[src/rtl/keypad_scanner_pkg.sv]
`default_nettype none
// +--------------------------------------------------------------------+
// | keypad_scanner_pkg: shared defaults, FSM encodings, column picker  |
// | Rev 1.0                                                            |
// +--------------------------------------------------------------------+
package keypad_scanner_pkg;

    localparam int KEY_SCAN_DIV   = 100000;
    localparam int KEY_DEBOUNCE_N = 20;

    localparam logic [1:0] KS_IDLE     = 2'd0;
    localparam logic [1:0] KS_SCAN     = 2'd1;
    localparam logic [1:0] KS_DEBOUNCE = 2'd2;
    localparam logic [1:0] KS_PRESSED  = 2'd3;

    // Lowest-index active-low column; only meaningful when col != 4'hF.
    function automatic logic [1:0] pick_col(input logic [3:0] col);
        logic [1:0] idx;
        idx = 2'd0;
        for (int c = 3; c >= 0; c--) begin
            if (!col[c]) idx = 2'(c);
        end
        return idx;
    endfunction

endpackage
`default_nettype wire

[src/rtl/keypad_scanner_tick_gen.sv]
`default_nettype none
// +--------------------------------------------------------------------+
// | tick_gen: one-clk strobe every DIV clocks                          |
// | Rev 1.0                                                            |
// +--------------------------------------------------------------------+
module tick_gen
    import keypad_scanner_pkg::*;
#(
    parameter int DIV = KEY_SCAN_DIV
) (
    input  logic clk,
    input  logic rst_n,
    output logic tick
);

    localparam logic [31:0] LAST = 32'(DIV - 1);

    logic [31:0] cnt_q;
    logic [31:0] cnt_d;

    always_comb begin
        cnt_d = (cnt_q == LAST) ? 32'd0 : cnt_q + 32'd1;
    end

    assign tick = (cnt_q == LAST);

    always_ff @(posedge clk or negedge rst_n) begin
        if (!rst_n) cnt_q <= 32'd0;
        else        cnt_q <= cnt_d;
    end

endmodule
`default_nettype wire

[src/rtl/keypad_scanner.sv]
`default_nettype none
// +--------------------------------------------------------------------+
// | keypad_scanner: 4x4 active-low matrix scan with press/release      |
// | debounce and one key_valid pulse per accepted press. Rev 1.0       |
// +--------------------------------------------------------------------+
module keypad_scanner
    import keypad_scanner_pkg::*;
#(
    parameter int SCAN_DIV   = KEY_SCAN_DIV,
    parameter int DEBOUNCE_N = KEY_DEBOUNCE_N
) (
    input  logic       clk,
    input  logic       rst_n,
    input  logic [3:0] col_in,
    output logic [3:0] row_out,
    output logic [3:0] key_code,
    output logic       key_valid,
    output logic       key_down
);

    localparam int             DW         = $clog2(DEBOUNCE_N + 1);
    localparam logic [DW-1:0]  DEB_TARGET = DW'(DEBOUNCE_N);
    localparam logic [DW-1:0]  DEB_ONE    = DW'(1);

    logic [3:0]    col_meta_q, col_s_q;
    logic          tick;
    logic [1:0]    state_q, state_d;
    logic [1:0]    row_q, row_d;
    logic [3:0]    cand_q, cand_d;
    logic [DW-1:0] deb_q, deb_d;
    logic [DW-1:0] rel_q, rel_d;
    logic [3:0]    row_out_q, row_out_d;
    logic [3:0]    key_code_q, key_code_d;
    logic          key_valid_q, key_valid_d;
    logic          key_down_q, key_down_d;

    logic          key_any;
    logic [1:0]    col_pick;
    logic [DW-1:0] deb_inc, rel_inc;

    always_ff @(posedge clk or negedge rst_n) begin
        if (!rst_n) begin
            col_meta_q <= 4'hF;
            col_s_q    <= 4'hF;
        end else begin
            col_meta_q <= col_in;
            col_s_q    <= col_meta_q;
        end
    end

    tick_gen #(.DIV(SCAN_DIV)) u_tick_gen (
        .clk   (clk),
        .rst_n (rst_n),
        .tick  (tick)
    );

    assign key_any  = (col_s_q != 4'hF);
    assign col_pick = pick_col(col_s_q);
    // Counters stop at the target so they can never wrap back to a small value.
    assign deb_inc  = (deb_q == DEB_TARGET) ? deb_q : deb_q + DEB_ONE;
    assign rel_inc  = (rel_q == DEB_TARGET) ? rel_q : rel_q + DEB_ONE;

    always_ff @(posedge clk or negedge rst_n) begin
        if (!rst_n) begin
            state_q     <= KS_IDLE;
            row_q       <= 2'd0;
            cand_q      <= 4'd0;
            deb_q       <= '0;
            rel_q       <= '0;
            row_out_q   <= 4'b0000;
            key_code_q  <= 4'd0;
            key_valid_q <= 1'b0;
            key_down_q  <= 1'b0;
        end else begin
            state_q     <= state_d;
            row_q       <= row_d;
            cand_q      <= cand_d;
            deb_q       <= deb_d;
            rel_q       <= rel_d;
            row_out_q   <= row_out_d;
            key_code_q  <= key_code_d;
            key_valid_q <= key_valid_d;
            key_down_q  <= key_down_d;
        end
    end

    always_comb begin
        state_d = state_q;
        row_d   = row_q;
        cand_d  = cand_q;
        deb_d   = deb_q;
        rel_d   = rel_q;
        if (tick) begin
            case (state_q)
                KS_IDLE: begin
                    if (key_any) begin
                        row_d   = 2'd0;
                        state_d = KS_SCAN;
                    end
                end
                KS_SCAN: begin
                    if (key_any) begin
                        cand_d  = {row_q, col_pick};
                        deb_d   = DEB_ONE;
                        state_d = KS_DEBOUNCE;
                    end else if (row_q == 2'd3) begin
                        state_d = KS_IDLE;
                    end else begin
                        row_d = row_q + 2'd1;
                    end
                end
                KS_DEBOUNCE: begin
                    if (key_any && (col_pick == cand_q[1:0])) begin
                        deb_d = deb_inc;
                        if (deb_inc == DEB_TARGET) begin
                            rel_d   = '0;
                            state_d = KS_PRESSED;
                        end
                    end else begin
                        deb_d   = '0;
                        state_d = KS_IDLE;
                    end
                end
                default: begin
                    rel_d = key_any ? '0 : rel_inc;
                    if (!key_any && (rel_inc == DEB_TARGET)) state_d = KS_IDLE;
                end
            endcase
        end
    end

    // Outputs are registered from the next state so rows move exactly at the tick edge.
    always_comb begin
        row_out_d   = (state_d == KS_IDLE) ? 4'b0000 : ~(4'b0001 << row_d);
        key_valid_d = (state_q == KS_DEBOUNCE) && (state_d == KS_PRESSED);
        key_down_d  = (state_d == KS_PRESSED);
        key_code_d  = key_valid_d ? cand_q : key_code_q;
    end

    assign row_out   = row_out_q;
    assign key_code  = key_code_q;
    assign key_valid = key_valid_q;
    assign key_down  = key_down_q;

endmodule
`default_nettype wire

[config.mk]
export PLATFORM = sky130hd
export DESIGN_NAME = keypad_scanner
export DESIGN_NICKNAME = d
export VERILOG_FILES = /design/src/rtl/keypad_scanner_pkg.sv /design/src/rtl/keypad_scanner_tick_gen.sv /design/src/rtl/keypad_scanner.sv
export SDC_FILE = /design/constraint.sdc
export NUM_CORES = 1
export LEC_CHECK = 0
export BUFFER_PORTS_ARGS = -buffer_cell sky130_fd_sc_hd__buf_2
export CORE_MARGIN = 3
export CORE_UTILIZATION = 35
export DETAILED_ROUTE_END_ITERATION = 6
export SYNTH_ARGS = -nofsm -noshare
export SYNTH_HDL_FRONTEND = slang
export SYNTH_SLANG_ARGS = --single-unit
[constraint.sdc]
create_clock -name clk -period 7.9 [get_ports clk]
set_input_delay 2.37 -clock clk [delete_from_list [all_inputs] [get_ports clk]]
set_output_delay 2.37 -clock clk [all_outputs]
set_load 0.01 [all_outputs]
# Word-level counts from Yosys, hierarchy flattened

Cells that the tools add are included.

Add/subtract/negate cells: 4
Equal/unequal tests: 14
Shift operators: 1
Multiplexer cells: 28
Bitwise logic cells: 2
Reduce and logical (&&, ||, !) cells: 11

Operators by type and width:

| cell                    | number |
|---|---|
| $mux W5                 | 7 |
| $add A32 B1 Y32 const B | 1 |
| $eq A32 B17 Y1 const B  | 1 |
| $mux W32                | 1 |
| $mux W2                 | 15 |
| $eq A5 B5 Y1 const B    | 4 |
| $pmux W5 S2             | 2 |
| $add A5 B1 Y5 const B   | 2 |
| $eq A2 B2 Y1 const B    | 3 |
| $ne A2 B2 Y1 const B    | 3 |
| $pmux W2 S3             | 1 |
| $reduce_and A3 Y1       | 2 |
| $logic_not A2 Y1        | 2 |
| $mux W4                 | 1 |
| $ne A4 B4 Y1 const B    | 1 |
| $not A4 Y4              | 1 |
| $pmux W2 S2             | 1 |
| $reduce_and A4 Y1       | 1 |
| $shl A1 B2 Y4 const A   | 1 |
| $logic_and A1 B1 Y1     | 3 |
| $add A2 B1 Y2 const B   | 1 |
| $eq A2 B1 Y1 const B    | 1 |
| $eq A2 B2 Y1            | 1 |
| $reduce_bool A2 Y1      | 1 |
| 3 further kinds         | 3 |

Flip-flop bits (word level): 68
Bits of input ports: 6
Output and inout port bits: 10

# Depth between registers and ports, before layout

Gate-level depths: netlist of the first run.

Depth after elaboration: 11
Depth in mapped cells: 8
Mapped depth without buffers: 8

# Modules after synthesis

A second synthesis of the first run with hierarchy kept.

Cells, all modules: 317
Area total of the unflattened synthesis: 3,430.8 um2

Modules (own cells, without submodules):

| module         | instances | cells an instance | area an instance (um2) | seq. area each (um2) |
|---|---|---|---|---|
| keypad_scanner | 1         | 174               | 1,863.0                | 910.9 |
| tick_gen       | 1         | 143               | 1,567.8                | 800.8 |

# Worst setup path after synthesis of the first run

Ideal clock, no wire load.

Kind: reg2out
Start point: reg key_code_q[0], in the netlist key_code[0]
End point: out key_code[0]
Data arrival time: 383 ps
Required time: 5,530 ps
Slack: 5,147 ps
Cell stages (with the launch flop): 1
Path through: dfrtp_1

RTL lines:

| what                   | RTL line             | source |
|---|---|---|
| start, declared        | keypad_scanner.sv:33 | `logic [3:0] key_code_q, key_code_d;` |
| start signal, assigned | keypad_scanner.sv:81 | `key_code_q <= key_code_d;` |
| end, declared          | keypad_scanner.sv:16 | `output logic [3:0] key_code,` |

No word-level cell between the ends.

# Final worst setup path of the first run

Start point: reg key_code_q[0], in the netlist key_code[0]
End point: out key_code[0]

No word-level cell between the ends.

==> flow_summary.ini, run 1 <==
[placed_design]
dp_hpwl_mm = 4.46
routabilityCongestion = 0.847
portBuffers = 15
postPlaceCellArea_mm2 = 0.00347

[logic_synthesis]
synth_top_area_share_pct = 45.8
ys_seq_elements = 68
netlist_instances = 323
yosys_most_used_dff = dfrtp_1
async_reset_ff_share_pct = 100
ys.warnings.count = 0
synth_edf_count = 0
synth-seq-area-share_pct = 52.3
synth_area_leaders = dfrtp_1 46%, dfstp_2 6.4%, xnor2_1 5.1%
synth_area_mm2 = 0.00328
synth_top_cell_by_area = dfrtp_1
synth_area_per_cell_um2 = 10.1
ys_types = 46
synth_fp_nets = 334

[layout]
drive_gt1_share_pct = 15.8
fill_cells = 868
final_cell_mix = 60 x dfrtp_1, 25 x nand2_1, 25 x nor2_1, 23 x nand3_1, 19 x xnor2_1
final_common_cell = dfrtp_1
area_growth_pct = 11.8
n_antenna_cell = 0
nets = 354
fin_area_mm2 = 0.00366

[worst_setup_path]
worstPathArrival_ns = 0.86
cp.buffers_inverters = 1
crit_path_top_delay_cell = dfrtp_1
cp_cell_sequence = buf_2
critPathKind = flop to primary output
max_stage_delay_ns = 0.38
end_kind = primary output
cp_top_family = flip-flops
setup.worst_path.start_class = flop
cp.required_ns = 5.53
path_max_fanout = 2

[routing]
ant_nets = 0
drc = 0
avgRoutedWirePerCell_um = 14.4
drt_wl_total_mm = 6.57
via_per_inst = 5.37
drt-initial-drc-count = 95
vias = 2449
drt-pass1-iter-count = 4

[grt]
antenna_found_initial = 0
grt.total_usage_pct = 13.7
grt_pass1_wl_mm = 11.4
grt_max_degree = 69
grt_use_met1_pct = 17.6
grt_pass1_vias = 2355
met2_usage_pct = 21.8
grt_overflow = 0
grt_busiest_layer = met2
grt_util_met3_pct = 4.26

[clock_network]
cts_tree = yes
clk_pin_slew_ns = 0.08
cts_resized = 0
clockRootBuffer = clkbuf_8
insertion_delay_ns = 0.34
cts_hold_buffers = 0
cts_num_sinks = 68
postCtsSetupRepairBufs = 0
h-tree-depth = 3
clockBufferDepth = 2
numCtsBuffers = 9

[pwr]
power_density_mw_per_mm2 = 176
clkPwrFrac_pct = 43.5
ir_worst_vdd_mv = 0.0750
p_leak_uw = 0.00163
switching_share_pct = 22.5
seqPwrFrac_pct = 54.8
p_sw_uw = 145
pwr-share-comb_pct = 1.8
intPower_uw = 500

[run_status]
outcome = finished, final reports clean

[sta]
rsz0062_at_grt = false
fin_setup_tns_ns = 0
relSlewSlack_pct = 43.8
worst_pin_slew_ns = 0.842
fin_skew_ns = 0.00813
clock.fmax_mhz = 309
fin_crit_ns = 3.23
hold_viol = 0
min_period_over_period_pct = 40.9
drv_slew = 0
setup_violations = 0

[die]
ioPinCount = 16
start_util_pct = 36.8
rows = 34
dieArea_mm2 = 0.0106
coreArea_mm2 = 0.00889
die_h_um = 103
die_w_um = 103

[flow_run]
drv_cap = 0

[hold_path]
hold_path.class = flop to flop
final timing paths:
kind,from,end,slack (ns),cells past startpoint
max in group asynchronous,rst_n,u_tick_gen.cnt_q[26]$_DFF_PN0_,5.14,2
min,col_meta_q[0]$_DFF_PN1_,col_s_q[0]$_DFF_PN1_,0.36,0
max,key_code[0]$_DFFE_PN0P_,key_code[0],4.67,1
max reg2reg,u_tick_gen.cnt_q[20]$_DFF_PN0_,cand_q[2]$_DFFE_PN0P_,4.91,5
min reg2reg,col_meta_q[0]$_DFF_PN1_,col_s_q[0]$_DFF_PN1_,0.36,0
min in group asynchronous,rst_n,key_code[0]$_DFFE_PN0P_,2.21,2
sequential cells by signal, indices dropped and copies added, names as in the netlist:
name              cells
u_tick_gen.cnt_q     32
deb_q                 5
row_out               4
col_meta_q            4
col_s_q               4
state_q               2
cand_q                4
row_q                 2
key_down              1
rel_q                 5
key_valid             1
key_code              4
cell type report:
cell class | count | area [µm²] | area share [%]
inverters | 16 | 60.1 | 1.64
flip-flops and latches | 68 | 1710 | 46.7
repair buffers | 17 | 90.1 | 2.46
well taps | 108 | 135 | 3.69
multi-input cells | 231 | 1470 | 40.2
clock inverters | 6 | 65.1 | 1.78
clock buffers | 10 | 128 | 3.48
synthesized netlist by cell type, types with 5 or more instances:
| library cell | n |
|---|---|
| and2_1 | 5 |
| and3_1 | 8 |
| nand4_1 | 11 |
| nor2_1 | 25 |
| nor4_1 | 8 |
| a22oi_1 | 6 |
| nand3_1 | 23 |
| inv_1 | 15 |
| o21ai_0 | 18 |
| xor2_1 | 10 |
| ha_1 | 5 |
| xnor2_1 | 19 |
| nand2_1 | 25 |
| a21oi_1 | 9 |
| dfrtp_1 | 60 |
| mux2_2 | 6 |
| nor3_1 | 12 |
| clkbuf_1 | 7 |
| dfstp_2 | 8 |
worst reg2reg max path, cell delays in order (launching register included):
cell and delay, ns:
dfrtp_1 0.43, or4_1 0.57, or4_4 0.47, nor4_1 0.68, nand3_1 0.35, mux2_2 0.36
logic make-up after synthesis:
group                    share of synthesized area, %
adder cells (fa/ha/maj)                          1.91
flip-flops                                       52.3
AO/OA/AOI/OAI                                    10.5
buffers and inverters                            2.98
multiplexers                                     2.06
XOR/XNOR                                         7.75
AND/OR/NAND/NOR                                  22.5
metrics by stage:
stage          std cells  hold WS [ns]  utilization, %  setup WS, ns  total power (µW)
3_3_place_gp         440         0.349            39.0          4.72               372
4_1_cts              456         0.358            41.2          4.64               657
2_1_floorplan        323         0.345               -          5.15               362
3_5_place_dp         440         0.347            39.0          4.71               372
6_report             456         0.359            41.2          4.67               645
5_1_grt              456         0.365            41.2          4.61               676
power by group through the flow:
stage | registers [µW] | clock network, µW | logic, µW
finish | 353 | 280 | 11.3
global route | 354 | 309 | 13.4
CTS | 353 | 291 | 11.9
detailed placement | 360 | 0 | 11.9
global placement | 360 | 0 | 11.7
floorplan | 360 | 0 | 2.80
layer usage:
metal	vias up	part of all wire, %
met5	-	0
met4	0	1.6
met3	12	3.1
met2	31	48
met1	1199	48
li1	1207	-
No activity file was read; power rests on OpenSTA's default activity.
==> run 2, diff against run 1 <==
==> constraint.sdc (replaced) <==
create_clock -name clk -period 2.7 [get_ports clk]
set_input_delay 0.81 -clock clk [delete_from_list [all_inputs] [get_ports clk]]
set_output_delay 0.81 -clock clk [all_outputs]
set_load 0.01 [all_outputs]
==> flow_summary.ini, run 2 (synthesis gave the netlist of run 1 again) <==
[run_status]
outcome = finished, final reports clean

[layout]
final_common_cell = dfrtp_1
largest_reg_flops = 32
nets = 367
fin_cells = 469
n_antenna_cell = 0
regArea_mm2 = 0.00171
largest-register = u_tick_gen.cnt_q
multi_input_area_mm2 = 0.00149
top_regs = u_tick_gen.cnt_q: 32 flops, deb_q: 5 flops, rel_q: 5 flops
drive_gt1_share_pct = 19.7
fin_area_mm2 = 0.00383
fill_cells = 873
area_growth_pct = 16.9
final_cell_mix = 60 x dfrtp_1, 25 x nand2_1, 25 x nor2_1, 23 x nand3_1, 19 x xnor2_1
fin_util_pct = 43.1

[clock_network]
cts_num_sinks = 68
clockBufferDepth = 2
clk_pin_slew_ns = 0.08
cts_tree = yes
h-tree-depth = 3
numCtsBuffers = 9
cts_hold_buffers = 0
insertion_delay_ns = 0.35
clockRootBuffer = clkbuf_8

[sta]
drv_slew = 0
fin_skew_ns = 0.0112
fin_crit_ns = 2.63
hold_viol = 0
rsz0062_at_grt = true
setup_violations = 0
min_period_over_period_pct = 97.3
worst_pin_slew_ns = 0.705
relSlewSlack_pct = 52.5
clock.fmax_mhz = 381

[worst_setup_path]
critPathKind = flop to flop
worst_setup_path_endpoint = key_code[1]$_DFFE_PN0P_
setup.worst_path.start_class = flop
crit_top_cell = or4_4
end_kind = flop
cp_top_family = simple AND/OR/NAND/NOR gates
path_max_fanout = 6
r2r_slack_ns = 0.07
cp.buffers_inverters = 0
max_stage_delay_ns = 0.62
worstPathArrival_ns = 2.87
startpoint = u_tick_gen.cnt_q[20]$_DFF_PN0_
cp_cell_sequence = or4_1, or4_4, or4_4, nor3_4, mux2_2
timing.rr.end = key_code[1]$_DFFE_PN0P_
cp.required_ns = 2.94
worstReg2RegStart = u_tick_gen.cnt_q[20]$_DFF_PN0_
crit_path_top_delay_cell = or4_4
reg2reg_depth = 5
path_depth = 5

[die]
die_w_um = 103
die_h_um = 103
ioPinCount = 16
dieArea_mm2 = 0.0106
start_util_pct = 36.8
rows = 34
coreArea_mm2 = 0.00889

[flow_run]
drv_cap = 0

[placed_design]
dp_hpwl_mm = 4.73
routabilityCongestion = 0.859
postPlaceCellArea_mm2 = 0.00357
portBuffers = 15
dp.cells = 451

[routing]
drc = 0
avgRoutedWirePerCell_um = 14.2
via_per_inst = 5.16
drt_wl_total_mm = 6.68
drt-pass1-iter-count = 4
ant_nets = 0
vias = 2419
drt-initial-drc-count = 90

[grt]
grt_pass1_vias = 2419
grt_overflow = 0
grt.total_usage_pct = 14.2
grt_pass1_wl_mm = 11.7
antenna_found_initial = 0
grt_max_degree = 49

[pwr]
p_sw_uw = 417
p_leak_uw = 0.00172
fin_total_pwr_uw = 2030
power_density_mw_per_mm2 = 529
intPower_uw = 1610
ir_worst_vdd_mv = 0.383
switching_share_pct = 20.6
clkPwrFrac_pct = 47.2
pwr-share-comb_pct = 1.8
seqPwrFrac_pct = 51.1

[hold_path]
hold_path.class = flop to flop
==> run 2: cell count changes in the layout (fill, tap and decap cells not counted), sizes merged <==
cell    delta
clkinv     -3
buf       +13
clkbuf     +2
bufinv     +1
==> run 2: timing repair <==
action | in CTS | in global routing
endpoints found under the hold margin | 0 | 0
resized for setup | 0 | 4
endpoints found under the setup margin | 0 | 11
setup buffers | 0 | 2
==> run 2: per-stage QoR <==
stage	hold WS (ns)	setup WS, ns	TNS (ns)
4_1_cts	0.358	0.00818	0
3_5_place_dp	0.348	0.0308	0
3_3_place_gp	0.347	0.0691	0
2_1_floorplan	0.345	0.000903	0
5_1_grt	0.361	-0.0249	-0.146
6_report	0.356	0.0720	0
==> run 2: layout make-up <==
cell class              instances  share of cell area [%]
clock inverters                 4                    1.90
repair buffers                 30                    5.23
clock buffers                  12                    4.05
multi-input cells             231                    39.0
well taps                     108                    3.53
inverters                      16                    1.57
flip-flops and latches         68                    44.7
==> run 2: worst min path at each step <==
stage                            startpoint                   end  slack (ns)  depth (start not counted)
finish              col_meta_q[3]$_DFF_PN1_  col_s_q[3]$_DFF_PN1_        0.36                          0
floorplan           col_meta_q[0]$_DFF_PN1_  col_s_q[0]$_DFF_PN1_        0.35                          0
global placement    col_meta_q[3]$_DFF_PN1_  col_s_q[3]$_DFF_PN1_        0.35                          0
global route        col_meta_q[2]$_DFF_PN1_  col_s_q[2]$_DFF_PN1_        0.36                          0
detailed placement  col_meta_q[3]$_DFF_PN1_  col_s_q[3]$_DFF_PN1_        0.35                          0
CTS                 col_meta_q[3]$_DFF_PN1_  col_s_q[3]$_DFF_PN1_        0.36                          0
==> run 2: layer usage <==
layer  GRT usage (%)  wire (µm)  up-vias
met5               0          0        -
met4            6.18        120        0
met3            3.25        204       13
met2            22.0       3050       24
met1            19.1       3300     1154
li1                -          -     1228
==> run 2: power by group through the flow <==
stage	logic [µW]	clock network [µW]	registers [µW]
global placement	37.6	0	1050
detailed placement	37.7	0	1050
finish	35.8	955	1030
floorplan	8.36	0	1050
global route	41.8	1030	1030
CTS	37.7	980	1030
